File: src/rtl/mem_arbiter_pkg.sv
// Shared types and constants for the I/D cache memory arbiter.
package mem_arbiter_pkg;

  localparam int LINE_WORDS_DEF = 8;
  localparam int IDX_W = $clog2(LINE_WORDS_DEF);

  typedef enum logic [1:0] {
    IDLE    = 2'd0,
    BURST_I = 2'd1,
    BURST_D = 2'd2,
    DONE    = 2'd3
  } state_t;

endpackage

File: src/rtl/mem_arbiter_burst_counter.sv
// Word index within a cache-line burst; wraps to zero after the last word.
module burst_counter
  import mem_arbiter_pkg::*;
#(
  parameter int LINE_WORDS = LINE_WORDS_DEF
) (
  input  logic                          clk,
  input  logic                          rst_n,
  input  logic                          en,
  input  logic                          clr,
  output logic [$clog2(LINE_WORDS)-1:0] value,
  output logic                          last
);

  localparam int IW = $clog2(LINE_WORDS);

  // LINE_WORDS is a power of two, so the natural overflow is the wrap.
  always_ff @(posedge clk) begin
    if (!rst_n || clr) begin
      value <= '0;
    end else if (en) begin
      value <= value + IW'(1);
    end
  end

  assign last = (value == IW'(LINE_WORDS - 1));

endmodule

File: src/rtl/mem_arbiter.sv
// Round-robin arbiter granting whole cache-line bursts to the ICache or DCache.
module mem_arbiter
  import mem_arbiter_pkg::*;
#(
  parameter int LINE_WORDS = LINE_WORDS_DEF,
  parameter int ADDR_W     = 32,
  parameter int DATA_W     = 32
) (
  input  logic                          clk,
  input  logic                          rst_n,
  input  logic                          ReqI,
  input  logic [ADDR_W-1:0]             AddrI,
  input  logic                          ReqD,
  input  logic                          WeD,
  input  logic [ADDR_W-1:0]             AddrD,
  input  logic [DATA_W-1:0]             WDataD,
  output logic                          MemReq,
  output logic                          MemWe,
  output logic [ADDR_W-1:0]             MemAddr,
  output logic [DATA_W-1:0]             MemWData,
  input  logic                          MemAck,
  input  logic [DATA_W-1:0]             MemRData,
  output logic [DATA_W-1:0]             RData,
  output logic                          RValidI,
  output logic                          RValidD,
  output logic [$clog2(LINE_WORDS)-1:0] WordIdx,
  output logic                          DoneI,
  output logic                          DoneD
);

  localparam int IW    = $clog2(LINE_WORDS);
  localparam int OFS_W = IW + 2;
  localparam logic [ADDR_W-1:0] LINE_MASK = {{(ADDR_W - OFS_W){1'b1}}, {OFS_W{1'b0}}};

  state_t            state;
  state_t            state_next;
  logic              last_d;
  logic              base_we;
  logic [ADDR_W-1:0] base;
  logic              grant_i;
  logic              grant_d;
  logic              in_burst;
  logic              idx_last;

  // A tie goes to whoever was not served last; a lone request always wins.
  assign grant_d  = ReqD && (!ReqI || !last_d);
  assign grant_i  = ReqI && !grant_d;
  assign in_burst = (state == BURST_I) || (state == BURST_D);

  burst_counter #(
    .LINE_WORDS(LINE_WORDS)
  ) u_cnt (
    .clk  (clk),
    .rst_n(rst_n),
    .en   (in_burst && MemAck),
    .clr  (!in_burst),
    .value(WordIdx),
    .last (idx_last)
  );

  always_comb begin
    state_next = state;
    case (state)
      IDLE: begin
        if (grant_d) begin
          state_next = BURST_D;
        end else if (grant_i) begin
          state_next = BURST_I;
        end
      end
      BURST_I, BURST_D: begin
        if (MemAck && idx_last) begin
          state_next = DONE;
        end
      end
      DONE:    state_next = IDLE;
      default: state_next = IDLE;
    endcase
  end

  // last_d doubles as the owner of the current burst, since it is set at grant.
  always_ff @(posedge clk) begin
    if (!rst_n) begin
      state   <= IDLE;
      last_d  <= 1'b0;
      base    <= '0;
      base_we <= 1'b0;
    end else begin
      state <= state_next;
      if (state == IDLE && (grant_i || grant_d)) begin
        last_d  <= grant_d;
        base    <= (grant_d ? AddrD : AddrI) & LINE_MASK;
        base_we <= grant_d && WeD;
      end
    end
  end

  assign MemReq   = in_burst;
  assign MemWe    = (state == BURST_D) && base_we;
  assign MemAddr  = in_burst ? (base + ADDR_W'({WordIdx, 2'b00})) : '0;
  assign MemWData = in_burst ? WDataD : '0;
  assign RData    = MemRData;
  assign RValidI  = (state == BURST_I) && MemAck;
  assign RValidD  = (state == BURST_D) && MemAck && !base_we;
  assign DoneI    = (state == DONE) && !last_d;
  assign DoneD    = (state == DONE) && last_d;

endmodule

File: config.mk
export PLATFORM = sky130hd
export DESIGN_NAME = mem_arbiter
export DESIGN_NICKNAME = d
export VERILOG_FILES = /design/src/rtl/mem_arbiter_pkg.sv /design/src/rtl/mem_arbiter_burst_counter.sv /design/src/rtl/mem_arbiter.sv
export SDC_FILE = /design/constraint.sdc
export NUM_CORES = 1
export LEC_CHECK = 0
export CAP_MARGIN = 20
export CORE_ASPECT_RATIO = 0.6
export CORE_MARGIN = 1
export CORE_UTILIZATION = 29
export CTS_CLUSTER_DIAMETER = 100
export CTS_CLUSTER_SIZE = 30
export DETAILED_ROUTE_END_ITERATION = 10
export PLACE_DENSITY = 0.87
export SLEW_MARGIN = 15
export SYNTH_ARGS = -nofsm -noshare
export SYNTH_HDL_FRONTEND = slang
export SYNTH_SLANG_ARGS = --single-unit
export TNS_END_PERCENT = 20
File: constraint.sdc
create_clock -name clk -period 2.01 [get_ports clk]
set_input_delay 0.402 -clock clk [delete_from_list [all_inputs] [get_ports clk]]
set_output_delay 0.402 -clock clk [all_outputs]
set_load 0.005 [all_outputs]
Word level (Yosys, flattened, before mapping) --
Index checks and enable logic that the tools add are counted.
Storage, ports and cells: register bits after elaboration 34, bits of input ports 134, logic and storage cells 45
Cells by class: $add $sub $neg 2, equality and inequality tests 6, mux-type cells 7, reduce and logical (&&, ||, !) cells 25
Operator list (number):
- $mux W32 | 3
- $add A32 B5 Y32 | 1
- $logic_and A1 B1 Y1 | 12
- $logic_not A1 Y1 | 6
- $mux W2 | 3
- $pmux W2 S3 | 1
- $eq A2 B2 Y1 const B | 2
- $logic_or A1 B1 Y1 | 4
- $add A3 B1 Y3 const B | 1
- $eq A3 B3 Y1 const B | 1
- $ne A3 B3 Y1 const B | 1
- $eq A2 B1 Y1 const B | 1
- $logic_not A2 Y1 | 1
- $ne A2 B2 Y1 const B | 1
- $reduce_and A2 Y1 | 1
- $reduce_or A2 Y1 | 1

Longest topological paths before layout --
depth after elaboration 8, mapped depth 6, mapped depth without buffers 5

By module --
From an unflattened synthesis, not the netlist that was laid out.
Unflattened totals: cells, all modules 302, area, all modules 2356.0 um^2
By module, submodules not included:
- mem_arbiter | instances 1, cells an instance 290, area an instance 2224.6 um^2, seq. area each 620.6 um^2
- burst_counter | instances 1, cells an instance 12, area an instance 131.4 um^2, seq. area each 60.1 um^2

Least setup slack after synthesis --
No wires, ideal clock.
kind register to output, from reg state[0], to out MemWData[31], data arrival time 1367 ps, required time 1608 ps, setup slack 241 ps, stages on the path, launching flop included 6, buffers on the path 2, cells stage by stage dfxtp_1 > inv_1 > ha_1 > clkbuf_1 > clkbuf_1 > and2_1
On the way: word-level cells in the longest chain between the ends 3, elaborated cells on any way between the ends 4, classes of those cells eq/ne: 2; mux: 1; reduce/logical: 1
Ends and longest elaborated chain:
- start: declaration | RTL line mem_arbiter.sv:35 | state_t state;
- start signal: assignment | RTL line mem_arbiter.sv:89 | state <= state_next;
- $eq A2 B1 Y1 / $eq A2 B2 Y1 (equally long branches) | RTL line mem_arbiter.sv:48 | assign in_burst = (state == BURST_I) || (state == BURST_D);
- $logic_or A1 B1 Y1 * | RTL line mem_arbiter.sv:48
- net MemReq | RTL line mem_arbiter.sv:17 | output logic MemReq,
- $mux W32 * | RTL line mem_arbiter.sv:101 | assign MemWData = in_burst ? WDataD : '0;
- end: declaration | RTL line mem_arbiter.sv:20 | output logic [DATA_W-1:0] MemWData,
Mark *: on every way through the listed nets, which the timed path passes. The rest lies on a longest branch.

Worst setup path in the final report --
from reg state[0], to out MemAddr[18]
On the way: word-level cells in the longest chain between the ends 3, elaborated cells on any way between the ends 4, classes of those cells eq/ne: 2; mux: 1; reduce/logical: 1
Ends and longest elaborated chain:
- $eq A2 B1 Y1 / $eq A2 B2 Y1 (equally long branches) | RTL line mem_arbiter.sv:48
- $logic_or A1 B1 Y1 * | RTL line mem_arbiter.sv:48
- $mux W32 * | RTL line mem_arbiter.sv:100 | assign MemAddr = in_burst ? (base + ADDR_W'({WordIdx, 2'b00})) : '0;
- end: declaration | RTL line mem_arbiter.sv:19 | output logic [ADDR_W-1:0] MemAddr,
Mark *: on every way between the ends. The rest lies on a longest branch, timed or not.

==> results.md <==
Synth:
- The area share of the largest cell type after synthesis is 30.1%.
- The per-instance average area after synthesis is 7.51 um2.
- The sequential cell area fraction in the yosys report is 30.1%.
- The most repeated cell in the gate-level netlist after synthesis is and2_1.
- By area the synthesized netlist is led by dfxtp_1 30%, and2_1 18%, a21oi_1 12%.
- The synthesized design spends more area on one cell type than any other, namely dfxtp_1.
- In this run, synthesis produced a sequential element count of 34.
- Among all flip-flop cells after synthesis, the most frequent one is dfxtp_1.
- Synthesis instantiated 27 different standard cells from the library.
- The synthesized netlist occupies a cell area of 2260 um2.
- The number of warning messages in the yosys log is 0.
- The number of enable flip-flop cells after synthesis is 0.
- Counting instances in the post-synthesis netlist gives the leading cell types as 65 x and2_1, 56 x a21oi_1, 37 x buf_4, 34 x dfxtp_1, 29 x nand2_1.
- Of all flip-flops after synthesis, the portion carrying an async set or reset was 0%.
- Counting every instance in the synthesized netlist gives 301.

Timing:
- Dividing the final minimum period by the clock period gives 99.1%.
- The final count of negative-setup-slack endpoints is 0.
- Timing would allow up to 0.502 GHz.
- Across all hold checks on the routed design, the worst slack comes to 0.522 ns.
- Setup repair after global routing could not meet its margin everywhere.
- The final worst clock skew is 0.00348 ns.
- The max-slew violation count is 0.
- The worst-case headroom to the max-slew limit is 60.2%.
- The final setup slack of the worst path is 0.0186 ns.
- The total count of hold-check failures in the final report was 0.
- The clock period could shrink to 1.99 ns.
- For the pin with the worst max-slew slack, the measured transition is 0.597 ns.
- The final-layout setup total negative slack is 0 ns.

Global routing:
- For this run, the total global-route usage over all layers was measured as 19.2%.
- The largest net degree at the start of global routing is 28.
- The first global-routing pass estimated 12100 um of wire.
- Summed over all layers, the global routing overflow is 0.
- The number of global-route vias before repair is 2450.
- The initial antenna violation count is 0.

Worst setup path:
- The worst endpoint data arrival time is 1.59 ns.
- The depth of the critical timing path with buffers and inverters included is 6.
- The cell class contributing the biggest share of worst-path delay is buffers and inverters.
- The class of the most critical setup path is register to output pin.
- The signal on the critical path passes through inv_2 > ha_4 > buf_12 > buf_6 > and2_1 > dlygate4sd2_1.
- The data required time of the worst path is 1.61 ns.
- The startpoint kind of the worst setup timing path is a register.
- Along the worst path, the maximum fanout reaches 11.
- Counting both buffers and inverters, the worst setup path holds a total of 4.
- The slowest stage of the critical path is the dfxtp_2 cell.
- STA classifies the critical path endpoint as an output pin.
- The number of cells on the worst reg-to-reg path is 7.
- The largest incremental delay on the critical path is 0.33 ns.

Place:
- The setup slack after placement is -0.0225 ns.
- The placed instance count is 527.
- Port buffering added 162 buffers.
- The sum of net half-perimeters after detailed placement is 5760 um.
- The final weighted congestion in routability-driven placement is 0.770.
- The post-placement cell area is 3780 um2.

Final layout:
- The number of antenna diodes in the final layout is 0.
- Once layout is complete, the cells apart from fillers number 543.
- At the end of the flow, the number of nets in the layout was 579.
- The ratio of cells with drive above 1 in the final layout is 11.8%.
- The final-layout fill cell count is 681.
- The area growth from synthesis to layout is 75.3%.
- The total non-filler cell area in the finished layout is 3960 um2.

Drt:
- For this block, the routed nets add up to 7880 um of wire.
- The violation count after the first detailed-routing iteration is 79.
- The number of search-and-repair iterations in the first detailed-routing pass is 4.
- The detail route stage leaves a number of antenna-violating nets equal to 0.
- The total number of vias is 2498.
- The detailed-route vias per instance is 4.60.
- The detailed-route DRC error count is 0.
- The average wire per standard cell is 14.5 um.

Power and ir drop:
- The switching share of total power is 36.6%.
- The leakage dissipation is 1.77 nW.
- VDD sags by at most 0.529 mV.
- The share of power burned in combinational logic is 65.0%.
- The clock network burns 15.4% of the power.
- Sequential cells burn 19.6% of the power.
- The net load switching power is 1.84 mW.
- The internal portion of the total power is 3.19 mW.
- Dividing total power by cell area gives a power density of 1270 nW/um2.

Clock network:
- The TritonCTS clock tree is yes.
- The root cell of the clock tree is clkbuf_16.
- In this run the number of H-tree levels came out at 2.
- The number of clock buffers added by TritonCTS is 5.
- The number of buffers inserted for hold repair after clock tree synthesis is 0.
- The count of clock tree sinks is 34.
- Counting along the longest clock path gives a buffer depth of 2.
- The clock insertion delay at the later pin of the skew report is 0.28 ns.
- The clock-pin slew on the worst setup and hold paths is 0.05 ns.

Run status:
- The run finished with clean final reports.

Min path:
- The number of instances on the worst hold path is 2.
- The path class of the lowest-slack min-delay path is register to register.

Die:
- The number of standard-cell rows in the floorplan is 24.
- The starting density of the core is 30.6%.
- The x dimension of the die is 116 um.
- The number of top-level design ports is 239.
- The full die area is 8170 um2.
- The floorplan step defined a core boundary enclosing 7390 um2.
- The floorplan step set the die height to 70.4 um.

Flow run:
- Across the run, the number of max-cap violations was 0.
logic make-up after synthesis:
kind of cell,share of synthesized area [%]
muxes,0.885
DFF,30.1
adders and majority gates,3.87
and+or+nand+nor,25.0
buffers and inverters,17.0
xor gates and xnor gates,0.387
AOI/OAI and AO/OA,22.5
other,0.166
cell usage in the layout, fill, tap and decap left out, types with 2 or more instances in the layout:
| cell | n |
|---|---|
| clkbuf_2 | 13 |
| mux2i_1 | 2 |
| nor2b_1 | 2 |
| dlymetal6s2s_1 | 3 |
| and2_1 | 65 |
| dfxtp_1 | 32 |
| o21ai_0 | 28 |
| buf_12 | 3 |
| dfxtp_2 | 2 |
| buf_6 | 3 |
| dlygate4sd2_1 | 16 |
| clkdlybuf4s50_1 | 97 |
| conb_1 | 2 |
| nand2_1 | 29 |
| ha_1 | 6 |
| clkbuf_16 | 5 |
| a21oi_1 | 56 |
| buf_4 | 14 |
| inv_2 | 2 |
| nor3b_1 | 2 |
| nor2_1 | 6 |
| clkdlybuf4s15_1 | 32 |
through the flow:
stage | power [mW] | util [%]
floorplan | 2.40 | -
global placement | 4.04 | 51.2
detailed placement | 4.12 | 51.2
CTS | 5.10 | 53.9
global route | 5.44 | 53.7
finish | 5.03 | 53.7
layer usage:
layer	vias up	track usage, %	share of wire (%)
met5	-	0	0
met4	0	4.13	0.61
met3	10	9.03	11
met2	121	32.1	44
met1	1137	22.1	44
li1	1230	-	-
area by class of cell:
type	count	area, um2	share of cell area (%)
Tap cell	104	130	3.28
Clock inverter	1	5.00	0.126
Clock buffer	7	143	3.60
Inverter	3	11.3	0.284
Multi-Input combinational cell	210	1210	30.6
Timing Repair Buffer	184	1780	44.9
Sequential cell	34	683	17.2
flip-flops by register name (all words and copies together), names as in the netlist:
name         count
base            27
u_cnt.value      3
state            2
base_we          1
last_d           1
worst register-to-register path, cell delays in order, from the launching register on:
cell       delay [ns]
dfxtp_2          0.33
inv_2            0.05
ha_4             0.30
buf_6            0.17
buf_8            0.13
a21boi_0         0.38
a2111oi_0        0.14
nor3b_1          0.20
final timing paths:
path | to | start | slack (ns)
setup / recovery | MemAddr[18] | state[0] | 0.02
setup reg to reg | state[1] | state[1] | 0.23
hold / removal | base[18] | base[18] | 0.52
hold reg to reg | base[18] | base[18] | 0.52
power groups by stage:
stage	Sequential [mW]	Combinational (mW)	Clock [mW]
2_1_floorplan	0.968	1.43	0
3_3_place_gp	0.975	3.06	0
3_5_place_dp	0.990	3.13	0
4_1_cts	0.984	3.32	0.798
5_1_grt	1.01	3.59	0.832
6_report	0.984	3.27	0.775
repair_timing:
item / 4_1_cts / 5_1_grt
pin swaps: 1 / 1
gates cloned: 2 / 0
endpoints found under the setup margin: 63 / 44
resized for setup: 88 / 51
setup buffers: 4 / 3
Power figures use the tool's default switching activity.
